<file path="src/rtl/dmem_port_arbiter.sv">
// Two-port round-robin arbiter in front of a single-ported data memory, with an
// exclusive-lock mode for port 1 and a tag pipeline that routes read data back.
module dmem_port_arbiter #(
    parameter int unsigned READ_LAT = 1,
    parameter int unsigned ADDR_W   = 12,
    parameter int unsigned DATA_W   = 32
) (
    input  logic              clock,
    input  logic              reset,

    input  logic              p0_req,
    input  logic              p0_wren,
    input  logic [ADDR_W-1:0] p0_address,
    input  logic [DATA_W-1:0] p0_data,
    output logic              p0_gnt,
    output logic              p0_rvalid,
    output logic [DATA_W-1:0] p0_q,

    input  logic              p1_req,
    input  logic              p1_wren,
    input  logic [ADDR_W-1:0] p1_address,
    input  logic [DATA_W-1:0] p1_data,
    input  logic              p1_lock,
    output logic              p1_gnt,
    output logic              p1_rvalid,
    output logic [DATA_W-1:0] p1_q,

    output logic [ADDR_W-1:0] address_dmem,
    output logic [DATA_W-1:0] data,
    output logic              wren,
    input  logic [DATA_W-1:0] q_dmem
);

    localparam logic [0:0] ARB   = 1'b0;
    localparam logic [0:0] LOCK1 = 1'b1;

    logic [0:0]          r_state;
    logic [0:0]          w_state_nxt;
    logic                r_last;
    logic                w_gnt0;
    logic                w_gnt1;
    logic                w_push_vld;
    logic                w_push_tag;
    logic [READ_LAT-1:0] r_pipe_vld;
    logic [READ_LAT-1:0] r_pipe_tag;
    logic [READ_LAT:0]   w_vld_ext;
    logic [READ_LAT:0]   w_tag_ext;
    logic                w_ret_vld;
    logic                w_ret_tag;

    // Grants are gated by reset so nothing reaches dmem while reset is held.
    always_comb begin
        w_gnt0 = 1'b0;
        w_gnt1 = 1'b0;
        if (reset) begin
            case (r_state)
                LOCK1: w_gnt1 = p1_req;
                default: begin
                    if (p0_req && p1_req) begin
                        w_gnt0 = r_last;
                        w_gnt1 = ~r_last;
                    end else begin
                        w_gnt0 = p0_req;
                        w_gnt1 = p1_req;
                    end
                end
            endcase
        end
    end

    always_comb begin
        w_state_nxt = r_state;
        case (r_state)
            ARB:     if (w_gnt1 && p1_lock) w_state_nxt = LOCK1;
            LOCK1:   if (!p1_lock) w_state_nxt = ARB;
            default: w_state_nxt = ARB;
        endcase
    end

    always_ff @(posedge clock or negedge reset) begin
        if (!reset) begin
            r_state <= ARB;
            r_last  <= 1'b1;
        end else begin
            r_state <= w_state_nxt;
            if (w_gnt0) begin
                r_last <= 1'b0;
            end else if (w_gnt1) begin
                r_last <= 1'b1;
            end
        end
    end

    always_comb begin
        address_dmem = '0;
        data         = '0;
        wren         = 1'b0;
        if (w_gnt0) begin
            address_dmem = p0_address;
            data         = p0_data;
            wren         = p0_wren;
        end else if (w_gnt1) begin
            address_dmem = p1_address;
            data         = p1_data;
            wren         = p1_wren;
        end
    end

    assign p0_gnt = w_gnt0;
    assign p1_gnt = w_gnt1;

    // One entry enters per cycle; only granted reads carry valid=1.
    assign w_push_vld = (w_gnt0 | w_gnt1) & ~wren;
    assign w_push_tag = w_gnt1;
    assign w_vld_ext  = {r_pipe_vld, w_push_vld};
    assign w_tag_ext  = {r_pipe_tag, w_push_tag};

    always_ff @(posedge clock or negedge reset) begin
        if (!reset) begin
            r_pipe_vld <= '0;
            r_pipe_tag <= '0;
        end else begin
            r_pipe_vld <= w_vld_ext[READ_LAT-1:0];
            r_pipe_tag <= w_tag_ext[READ_LAT-1:0];
        end
    end

    assign w_ret_vld = reset & r_pipe_vld[READ_LAT-1];
    assign w_ret_tag = r_pipe_tag[READ_LAT-1];

    assign p0_rvalid = w_ret_vld & ~w_ret_tag;
    assign p1_rvalid = w_ret_vld & w_ret_tag;
    assign p0_q      = p0_rvalid ? q_dmem : '0;
    assign p1_q      = p1_rvalid ? q_dmem : '0;

endmodule
</file>
<file path="config.mk">
export PLATFORM = sky130hd
export DESIGN_NAME = dmem_port_arbiter
export DESIGN_NICKNAME = d
export VERILOG_FILES = /design/src/rtl/dmem_port_arbiter.sv
export SDC_FILE = /design/constraint.sdc
export NUM_CORES = 1
export LEC_CHECK = 0
export BUFFER_PORTS_ARGS = -buffer_cell sky130_fd_sc_hd__buf_2
export CELL_PAD_IN_SITES_DETAIL_PLACEMENT = 2
export CELL_PAD_IN_SITES_GLOBAL_PLACEMENT = 2
export CORE_AREA = 2 2 107 109
export CTS_BUF_LIST = sky130_fd_sc_hd__clkbuf_2 sky130_fd_sc_hd__clkbuf_4 sky130_fd_sc_hd__clkbuf_8
export DETAILED_ROUTE_END_ITERATION = 7
export DIE_AREA = 0 0 109 111
export HOLD_SLACK_MARGIN = 0.03
export MAX_ROUTING_LAYER = met4
export PLACE_DENSITY_LB_ADDON = 0.1
export RECOVER_POWER = 100
export SYNTH_ARGS = -nofsm -noshare
export SYNTH_HDL_FRONTEND = slang
export SYNTH_SLANG_ARGS = --single-unit
</file>
<file path="constraint.sdc">
create_clock -name clock -period 2.8 [get_ports clock]
set_clock_uncertainty 0.1 [all_clocks]
set_input_delay 0.28 -clock clock [delete_from_list [all_inputs] [get_ports clock]]
set_output_delay 0.28 -clock clock [all_outputs]
set_load 0.005 [all_outputs]
</file>
-- Word-level counts from Yosys, hierarchy flattened
Cells that the tools add are included.
- output and inout port bits: 113
- register bits: 4
- word-level logic and storage cells: 35
- input port bits: 127
- bitwise gates (word level): 9
- reductions and logical operators: 3
- mux-type cells: 19
- operators by type and width (cell ; number):
    $mux 32 ; 4
    $mux 12 ; 2
    $mux 1 ; 12
    $and 1x1->1 ; 4
    $not 1->1 ; 4
    $logic_and 1x1->1 ; 2
    $pmux 1 s2 ; 1
    $reduce_bool 2->1 ; 1
    $or 1x1->1 ; 1

-- Depth between registers and ports, before layout
- word-level depth: 8
- gate-level depth with buffers: 5
- gate-level depth less buffers: 3

-- Least setup slack after synthesis
No wires, ideal clock.
- path kind: register to output
- start: register r_last
- end: output port address_dmem[0]
- setup slack: 1237 ps
- arrival time: 1183 ps
- buffers on the path: 2
- required time: 2420 ps
- stages on the path, launching flop included: 6
- cell sequence: dfstp_2 > nand2b_1 > and3_4 > buf_6 > buf_6 > a22o_1
- word-level cells in the longest chain between the ends: 6
- elaborated cells between the ends (all ways): 9
- classes of those cells: mux: 8; bitwise: 1
- RTL lines (element ; line ; RTL):
    from (decl) ; 39 ; logic r_last;
    from (signal assigned) ; 83 ; r_last <= 1'b1;
    from (signal assigned) ; 87 ; r_last <= 1'b0;
    from (signal assigned) ; 89 ; r_last <= 1'b1;
    $not 1->1 ; 61 ; w_gnt1 = ~r_last;
    $mux 1 ; 59 ; if (p0_req && p1_req) begin
    $mux 1 ; 56 ; case (r_state)
    $mux 1 ; 55 ; if (reset) begin
    $mux 12 ; 102 ; end else if (w_gnt1) begin
    $mux 12 * ; 98 ; if (w_gnt0) begin
    to (decl) ; 28 ; output logic [ADDR_W-1:0] address_dmem,
Every way passes the cells marked *; elsewhere a longest branch is shown, timed or not.

-- Worst setup path in the final report
- start: input port reset
- end: output port p1_q[15]
- word-level cells in the longest chain between the ends: 3
- RTL lines (element ; line ; RTL):
    from (decl) ; 9 ; input logic reset,
    $and 1x1->1 ; 128 ; assign w_ret_vld = reset & r_pipe_vld[READ_LAT-1];
    $and 1x1->1 ; 132 ; assign p1_rvalid = w_ret_vld & w_ret_tag;
    $mux 32 ; 134 ; assign p1_q = p1_rvalid ? q_dmem : '0;
    to (decl) ; 26 ; output logic [DATA_W-1:0] p1_q,
Every way passes these cells.

==> flow_metrics.tcl <==
set metrics [dict create \
    final_layout_size_suffix_gt1_share_pct 48.0 \
    slew_limit_fails 0 \
    ir_drop_v 0.0000929 \
    timing.critical_path.buf_inv 4 \
    most-common-layout-cells "169 x buf_2, 68 x clkbuf_1, 50 x and2_1" \
    worstHoldStart "p1_lock" \
    cp-end-kind "primary output" \
    place.port_buffers 239 \
    power.leakage_nw 1.30 \
    min_to "r_state" \
    power_density_mw_per_mm2 208 \
    cts_root_buffer "clkbuf_8" \
    post_drt_via_cell_ratio 3.97 \
    antenna_cells 0 \
    drc_errors 0 \
    cap_violations 0 \
    ys_ff_latch 4 \
    final_common_cell "buf_2" \
    yosysSeqAreaShare_pct 9.39 \
    slew_headroom_pct 63.6 \
    cts-buffers-inserted 3 \
    syn-num-nets 271 \
    syn-mean-instance-area_sq_um 7.50 \
    min-delay-path-class "in2reg" \
    totalWireLength_um 7550 \
    synth.yosys.warnings 0 \
    end_of_the_worst_register_to_register_path "r_pipe_vld" \
    cts.htree.levels 1 \
    post_synth_instance_area_sq_mm 0.00108 \
    post_synth_inst_count 144 \
    cpMaxStageDelayCell "dlygate4sd3_1" \
    grt_pass1_vias 2179 \
    crit_fanout 33 \
    globalRouteOverflowTotal 0 \
    sinks_on_clock_net 4 \
    timing.critical_path.required_ns 2.42 \
    cp_slowest_stage_delay_ns 0.54 \
    place_hpwl_um 6450 \
    cpLargestDelayFamily "buffers and inverters" \
    whs_path_depth 2 \
    critPathArrivalTime_ns 2.01 \
    areaGrowthSynthToFinish_pct 119 \
    timing.setup.critical_path_class "in2out" \
    grt_setup_unrepaired "false" \
    nets 503 \
    antenna_violating_nets_post_route 0 \
    cp_cell_sequence "dlygate4sd3_1, buf_2, and3_1, clkbuf_2, and2_1, clkbuf_1" \
    grt_first_pass_wirelength_um 11000 \
    timing.reg2reg.setup_slack_ns 1.15 \
    max_freq_mhz 419 \
    die_width_um 109 \
    routedWlPerCell_um 14.6 \
    outcome "completed" \
    die-area_sq_mm 0.0121 \
    number_of_antenna_violations_at_the_first_check_in_global_routing 0 \
    timing.final.setup_violations 0 \
    detail_route.iter0.violations 51 \
    clock_latency_ns 0.22 \
    tns_ns 0 \
    timing_hold_violations_final 0 \
    grt_usage_pct 11.4 \
    worst_slew_pin_slew_ns 0.546 \
    synth_cell_type_count 17 \
    rr_startpoint "r_state" \
    post_cts_resized 0 \
    cts_tree "done" \
    grt_max_degree 49 \
    final.min_clock_period_ns 2.39 \
    io_pins 240 \
    initial_core_util_pct 9.75 \
    num_rows 39 \
    dr.pass1.iters 4 \
    design.core.area_sq_mm 0.0111 \
    max-clock-path-buffers 2 \
    clkSlewWorstSetupHoldPaths_ns 0.04 \
    die_height_um 111 \
    finalWeightedCongestion 0.746 \
    overall_via_count_from_detail_route 2055 \
    worst-r2r-cell-count 3 \
    final_util_pct 21.4 \
    final.period_utilization_pct 85.3 \
    report.power.total_w 0.000492 \
    cp-start-kind "primary input" \
]
sequential cells by signal (all words and copies together) (netlist names):
signal and flops:
r_state 1, r_pipe_vld 1, r_pipe_tag 1, r_last 1
cells in the mapped netlist:
cell type,instances,area share (%)
and2_1,64,37
a22o_1,46,37
buf_2,5,2.3
clkbuf_1,5,1.7
a21oi_1,3,1.4
buf_4,3,2.1
buf_6,3,3.1
dfrtp_1,3,7.0
inv_1,2,0.70
nand2_1,2,0.70
nor2_1,2,0.70
and3_1,1,0.58
and3_4,1,1.0
dfstp_2,1,2.4
nand2b_1,1,0.58
nor2b_1,1,0.58
o21a_1,1,0.70
metrics by stage:
stage	instance area [sq um]	cells	hold WS (ns)	setup slack (ns)
global placement	2400	513	0.0212	0.793
floorplan	1080	144	-0.116	1.24
global route	2370	518	0.169	0.224
finish	2370	518	0.172	0.412
detailed placement	2400	513	0.0222	0.769
CTS	2460	518	0.171	0.416
per-layer routing:
layer | vias to the layer above | track usage, % | part of all wire, %
met3 | 4 | 2.82 | 14
met5 | - | - | 0
met1 | 919 | 11.9 | 36
met4 | 0 | 1.54 | 0.56
met2 | 158 | 21.7 | 50
li1 | 974 | - | -
worst max-delay path by stage:
stage / start / end / slack (ns) / cells past startpoint
2_1_floorplan: r_last / address_dmem[0] / 1.24 / 5
3_3_place_gp: p0_req / data[21] / 0.79 / 5
3_5_place_dp: p0_req / data[21] / 0.77 / 5
4_1_cts: reset / data[21] / 0.42 / 5
5_1_grt: reset / p1_q[26] / 0.22 / 6
6_report: reset / p1_q[15] / 0.41 / 6
what timing repair did:
action / CTS / global route
hold buffers: 1 / 0
endpoints found under the hold margin: 4 / 0
buffers inserted: 0 / 0
cell type report:
type | instances | area (sq um)
Fill cell | 1404 | 8710
Timing Repair Buffer | 243 | 1150
Multi-Input combinational cell | 122 | 882
Tap cell | 143 | 179
Sequential cell | 4 | 101
Clock buffer | 4 | 48.8
Inverter | 2 | 7.51
worst register-to-register path, stage by stage, from the launching register on:
cell and delay, ns:
dfrtp_1 0.37, nor2b_1 0.26, and3_4 0.59, a22o_1 0.25
power by group:
| part | switching, W | internal [W] | total [W] |
|---|---|---|---|
| Sequential | 0.00000547 | 0.0000658 | 0.0000713 |
| Combinational | 0.000129 | 0.000152 | 0.000282 |
| Clock | 0.0000316 | 0.000107 | 0.000139 |
kinds of logic after synthesis:
group	count (synthesis)	synth area share, %
DFF	4	9.39
buffers and inverters	18	9.96
and+or+nand+nor	72	41.3
AOI/OAI and AO/OA	50	39.4
Power figures use the tool's default switching activity.
